**src/rtl/vreg_wb_pkg.sv**
```systemverilog
// vreg_wb_pkg: shared types and group-geometry helpers for the vector-register writeback sequencer.
package vreg_wb_pkg;
    typedef enum logic [2:0] {LMUL1 = 3'd0, LMUL2 = 3'd1, LMUL4 = 3'd2, LMUL8 = 3'd3} vlmul_e;
    typedef enum logic {IDLE = 1'b0, ISSUE = 1'b1} state_e;
    function automatic int idx_w(input int num_vregs);
        return $clog2(num_vregs);
    endfunction
    function automatic int beat_w(input int max_lmul_log2, input int ports);
        return (max_lmul_log2 - $clog2(ports)) > 1 ? max_lmul_log2 - $clog2(ports) : 1;
    endfunction
    function automatic int group_size(input logic [2:0] vlmul);
        return 1 << vlmul;
    endfunction
    function automatic int beat_count(input logic [2:0] vlmul, input int ports);
        return group_size(vlmul) > ports ? group_size(vlmul) / ports : 1;
    endfunction
    // A register belongs to the group when it shares the aligned high bits of sel.
    function automatic logic [63:0] group_mask(input int sel, input logic [2:0] vlmul);
        logic [63:0] m;
        for (int i = 0; i < 64; i++) m[i] = (i >> vlmul) == (sel >> vlmul);
        return m;
    endfunction
endpackage

```
**src/rtl/vreg_group_decode.sv**
```systemverilog
// vreg_group_decode: combinational (sel, vlmul, beat) -> register load mask, last-beat flag and legality.
module vreg_group_decode
    import vreg_wb_pkg::*;
#(
    parameter int NUM_VREGS     = 32,
    parameter int WB_PORTS      = 1,
    parameter int MAX_LMUL_LOG2 = 3,
    parameter int IDX_W         = idx_w(NUM_VREGS),
    parameter int BEAT_W        = beat_w(MAX_LMUL_LOG2, WB_PORTS)
) (
    input  logic [IDX_W:0]       sel,
    input  logic [2:0]           vlmul,
    input  logic [BEAT_W-1:0]    beat,
    output logic [NUM_VREGS-1:0] mask,
    output logic                 last,
    output logic                 illegal
);
    int g, r, lo;
    always_comb begin
        illegal = sel[IDX_W] | (int'(vlmul) > MAX_LMUL_LOG2);
        g = illegal ? 1 : group_size(vlmul);
        r = g < WB_PORTS ? g : WB_PORTS;
        lo = (int'(sel[IDX_W-1:0]) & ~(g - 1)) + int'(beat) * r;
        last = int'(beat) == beat_count(vlmul, WB_PORTS) - 1;
        mask = '0;
        for (int i = 0; i < NUM_VREGS; i++) mask[i] = i >= lo && i < lo + r;
    end
endmodule

```
**src/rtl/vreg_wb_sequencer.sv**
```systemverilog
// vreg_wb_sequencer: turns one LMUL writeback request into per-beat VRF load masks, valid/ready on both sides.
// Defining VREG_WB_PENDING_EN adds pending_mask: registers of the group in flight not yet written.
module vreg_wb_sequencer
    import vreg_wb_pkg::*;
#(
    parameter int NUM_VREGS     = 32,
    parameter int WB_PORTS      = 1,
    parameter int MAX_LMUL_LOG2 = 3,
    localparam int IDX_W        = idx_w(NUM_VREGS),
    localparam int BEAT_W       = beat_w(MAX_LMUL_LOG2, WB_PORTS)
) (
    input  logic                 clk,
    input  logic                 rst_n,
    input  logic                 wb_valid,
    output logic                 wb_ready,
    input  logic [IDX_W:0]       wb_sel,
    input  logic [2:0]           wb_vlmul,
    output logic [NUM_VREGS-1:0] rf_load,
    output logic                 rf_valid,
    input  logic                 rf_ready,
    output logic [BEAT_W-1:0]    rf_beat,
    output logic                 rf_last,
    output logic                 wb_err,
`ifdef VREG_WB_PENDING_EN
    output logic [NUM_VREGS-1:0] pending_mask,
`endif
    output logic                 busy
);
    state_e state, state_nx;
    logic [IDX_W:0] sel_q, d_sel;
    logic [2:0] vlmul_q, d_vlmul;
    logic [BEAT_W-1:0] d_beat;
    logic [NUM_VREGS-1:0] d_mask;
    logic d_last, d_illegal, acc, start, adv, done;

    assign rf_valid = state == ISSUE;
    assign busy     = state == ISSUE;
    assign done     = rf_valid & rf_ready & rf_last;
    assign adv      = rf_valid & rf_ready & ~rf_last;
    assign wb_ready = (state == IDLE) | done;
    assign acc      = wb_valid & wb_ready;
    assign start    = acc & ~d_illegal;
    // One decoder serves both a fresh accept (beat 0) and advancing the stored group.
    assign d_sel    = acc ? wb_sel : sel_q;
    assign d_vlmul  = acc ? wb_vlmul : vlmul_q;
    assign d_beat   = acc ? '0 : rf_beat + BEAT_W'(1);

    vreg_group_decode #(
        .NUM_VREGS(NUM_VREGS), .WB_PORTS(WB_PORTS), .MAX_LMUL_LOG2(MAX_LMUL_LOG2),
        .IDX_W(IDX_W), .BEAT_W(BEAT_W)
    ) u_dec (
        .sel(d_sel), .vlmul(d_vlmul), .beat(d_beat),
        .mask(d_mask), .last(d_last), .illegal(d_illegal)
    );

    always_ff @(posedge clk or negedge rst_n)
        if (!rst_n) state <= IDLE;
        else state <= state_nx;

    always_comb begin
        state_nx = state;
        state_nx = start ? ISSUE : done ? IDLE : state;
    end

    always_ff @(posedge clk or negedge rst_n)
        if (!rst_n) begin
            sel_q   <= '0;
            vlmul_q <= '0;
            rf_load <= '0;
            rf_beat <= '0;
            rf_last <= 1'b0;
            wb_err  <= 1'b0;
        end else begin
            wb_err <= acc & d_illegal;
            if (start) begin
                sel_q   <= wb_sel;
                vlmul_q <= wb_vlmul;
            end
            if (start | adv) begin
                rf_load <= d_mask;
                rf_beat <= d_beat;
                rf_last <= d_last;
            end else if (done) begin
                rf_load <= '0;
                rf_beat <= '0;
                rf_last <= 1'b0;
            end
        end

`ifdef VREG_WB_PENDING_EN
    always_ff @(posedge clk or negedge rst_n)
        if (!rst_n) pending_mask <= '0;
        else if (start) pending_mask <= NUM_VREGS'(group_mask(int'(wb_sel[IDX_W-1:0]), wb_vlmul));
        else if (rf_valid & rf_ready) pending_mask <= pending_mask & ~rf_load;
`endif
endmodule

```
**config.mk**
```make
export PLATFORM = sky130hd
export DESIGN_NAME = vreg_wb_sequencer
export DESIGN_NICKNAME = d
export VERILOG_FILES = /design/src/rtl/vreg_wb_pkg.sv /design/src/rtl/vreg_group_decode.sv /design/src/rtl/vreg_wb_sequencer.sv
export SDC_FILE = /design/constraint.sdc
export NUM_CORES = 1
export LEC_CHECK = 0
export CAP_MARGIN = 20
export CORE_MARGIN = 2
export CORE_UTILIZATION = 53
export CTS_BUF_LIST = sky130_fd_sc_hd__clkbuf_8
export CTS_CLUSTER_SIZE = 10
export DETAILED_ROUTE_END_ITERATION = 10
export PLACE_DENSITY = 0.8
export SYNTH_ARGS = -nofsm -noshare
export SYNTH_HDL_FRONTEND = slang
export SYNTH_SLANG_ARGS = --single-unit
```
**constraint.sdc**
```tcl
create_clock -name clk -period 6.92 [get_ports clk]
set_clock_uncertainty 0.2 [all_clocks]
set_input_delay 1.038 -clock clk [delete_from_list [all_inputs] [get_ports clk]]
set_output_delay 1.038 -clock clk [all_outputs]
set_load 0.01 [all_outputs]
```
==> results.yml <==
route:
  vias: 4340
  drc: 0
  drt_first_pass_iters: 4
  drt-total-wl_um: 12400
  wl_per_cell_um: 16.9
  first_iter_violations: 228
  vias_per_cell: 5.95
  final_antenna_net_count: 0
global_route:
  first_global_vias: 4165
  track_usage: 0.271
  grt_pass1_wl_um: 19500
  antenna_found_initial: 0
  grt_max_degree: 48
  grt.overflow.total: 0
critical_path:
  crit_path_start_kind: "primary input"
  max_stage_delay_ns: 0.55
  critical_path_class: "in2reg"
  worstRegToRegCells: 26
  crit_path_top_delay_cell: "fa_1"
  crit_fanout: 12
  crit_top_cell: "inv_1"
  critical_path_required_ns: 6.90
  end_kind: "flip-flop"
  critPathArrivalTime_ns: 6.71
cts:
  cts-root-buf: "clkbuf_8"
  htreeDepth: 2
  clockBufferDepth: 2
  cts.sinks: 47
  cts_buffers: 5
  worstSkewPairLatency_ns: 0.30
  clkTransAtPathRegs_ns: 0.10
  cts_tree: "built"
cells_and_area:
  area_delta_synth_final_pct: 35.4
  antenna_cells: 0
  drive_gt1_frac: 0.204
  layout.nets: 692
sta:
  period_minus_slack_ns: 6.74
  worst-slew-pin-transition_ns: 0.753
  fmax_mhz: 148
  slew_viol_final: 0
  slew_headroom: 0.497
  setup_viol: 0
  hold_viol_final: 0
  fin_crit_sh: 0.974
  hold_slack_ns: 0.295
logic_synthesis:
  yosys.area.top_type_share: 0.274
  muxShareOfSynthArea: 0.0300
  yosys_register_bits: 47
  synth_xor_area_frac: 0.0306
  synth_compound_area_frac: 0.240
  yosys.area_share.simple: 0.198
  async_flop_share: 1.00
  ys_types: 62
  synthTopCellsByArea: "dfrtp_1 (27%), ha_1 (12%), nand2_1 (6.3%)"
  synth_top_family_by_area: "compound AO/OA/AOI/OAI gates"
  ys_warn_count: 0
  synth_edf_count: 0
  syn_area_per_cell_sq_um: 8.40
  synthCells: 512
  synth_top_area_cell: "dfrtp_1"
  seq_area_frac_synth: 0.274
  ys.flop_type: "dfrtp_1"
  syn_area_sq_um: 4300
  synth_fa_ha_area_frac: 0.171
outcome:
  status: "finished clean"
die:
  ios: 53
  start_util: 0.551
  dieWidth_um: 94.1
  die_y_um: 94.1
  coreArea_sq_um: 7810
  num_rows: 32
  dieArea_sq_um: 8850
placement:
  port_buffers: 52
  dp_hpwl_um: 8720
  globalplace.congestion: 0.935
min_path:
  min_path_type: "reg2reg"
  worstHoldPathCells: 2
flow_run:
  cap_viol_max_count: 0
-- critical path: cells and delay by family --
kind / cells / cell delay (ns)
fa+ha+maj: 6 / 2.02
compound gates: 6 / 1.32
buf+inv: 6 / 0.96
mux: 1 / 0.16
simple gates: 7 / 1.21
-- cell usage in the layout, fill, tap and decap left out, types with 8 or more instances in the layout --
| cell | netlist | routed |
|---|---|---|
| buf_4 | 3 | 57 |
| nor4_2 | 0 | 8 |
| xnor2_1 | 9 | 8 |
| inv_1 | 25 | 22 |
| o21ai_0 | 20 | 19 |
| nor2_1 | 37 | 35 |
| nand3_1 | 12 | 11 |
| a21oi_1 | 33 | 31 |
| conb_1 | 2 | 26 |
| clkdlybuf4s50_1 | 0 | 49 |
| o31ai_1 | 9 | 9 |
| dfrtp_1 | 47 | 47 |
| nand2_1 | 72 | 70 |
| fa_1 | 11 | 11 |
| ha_1 | 41 | 35 |
| nor3_1 | 12 | 11 |
| o21ai_1 | 16 | 17 |
| a32oi_1 | 20 | 20 |
-- cell type report --
class                      instances  area (sq um)
fill                             579          1990
sequential                        47          1180
inverter                          26           100
tap                              102           128
multi-input combinational        433          3280
timing repair buffer             114          1030
clock buffer                       5          68.8
clock inverter                     3          43.8
-- worst paths after layout --
| check | startpoint | end | slack [ns] |
|---|---|---|---|
| worst max-delay path | wb_vlmul[1] | rf_load[31] | 0.18 |
| worst min-delay path | rf_load[6] | rf_load[6] | 0.30 |
| worst max register to register | rf_last | rf_load[31] | 0.53 |
| worst min register to register | rf_load[6] | rf_load[6] | 0.30 |
| max in group asynchronous | rst_n | rf_load[9] | 5.64 |
| min in group asynchronous | rst_n | sel_q[4] | 0.39 |
-- synthesized netlist by cell type, drive strengths merged (11+ instances only) --
cell type,n
o21ai,36
ha,41
inv,26
nand3,13
nor3,12
nor4,12
nand2,72
clkbuf,14
dfrtp,47
nor2,37
a21oi,34
buf,16
fa,11
a32oi,20
-- stage by stage --
step	cells	setup slack, ns	TNS, ns	cell area (sq um)	util
5_1_grt	730	-0.00129	-0.00129	5820	0.745
6_report	730	0.182	0	5820	0.745
3_5_place_dp	714	-0.323	-7.56	5440	0.696
2_1_floorplan	536	0.0401	0	4540	-
3_3_place_gp	714	-0.158	-3.98	5440	0.696
4_1_cts	723	0.0186	0	5560	0.713
-- routing by layer --
metal,GRT usage,vias to the layer above,share of wire
li1,-,2069,-
met1,0.353,2100,0.43
met2,0.486,156,0.51
met3,0.0329,15,0.047
met4,0.0543,0,0.010
met5,0,-,0
-- timing repair --
action                     CTS  global route
gates resized for setup      1            41
setup endpoints to repair    1            32
pin swaps                    1            10
setup buffers                1             5
hold endpoints to repair     0             0
hold buffers                 0             0
cloned                       0             1
-- logic make-up after synthesis --
group | Yosys count
flops | 47
xor+xnor | 15
mux | 12
simple gates | 179
buf+inv | 56
fa+ha+maj | 52
compound gates | 149
other cells | 2
-- flip-flops by register name (all words and copies together) (netlist names) --
name     flops
sel_q        6
vlmul_q      3
rf_load     32
wb_err       1
busy         1
rf_beat      3
rf_last      1
Power is left out: the tool's default activity adds up to more than one toggle a clock period on the data nets, which glitch-free logic cannot reach.
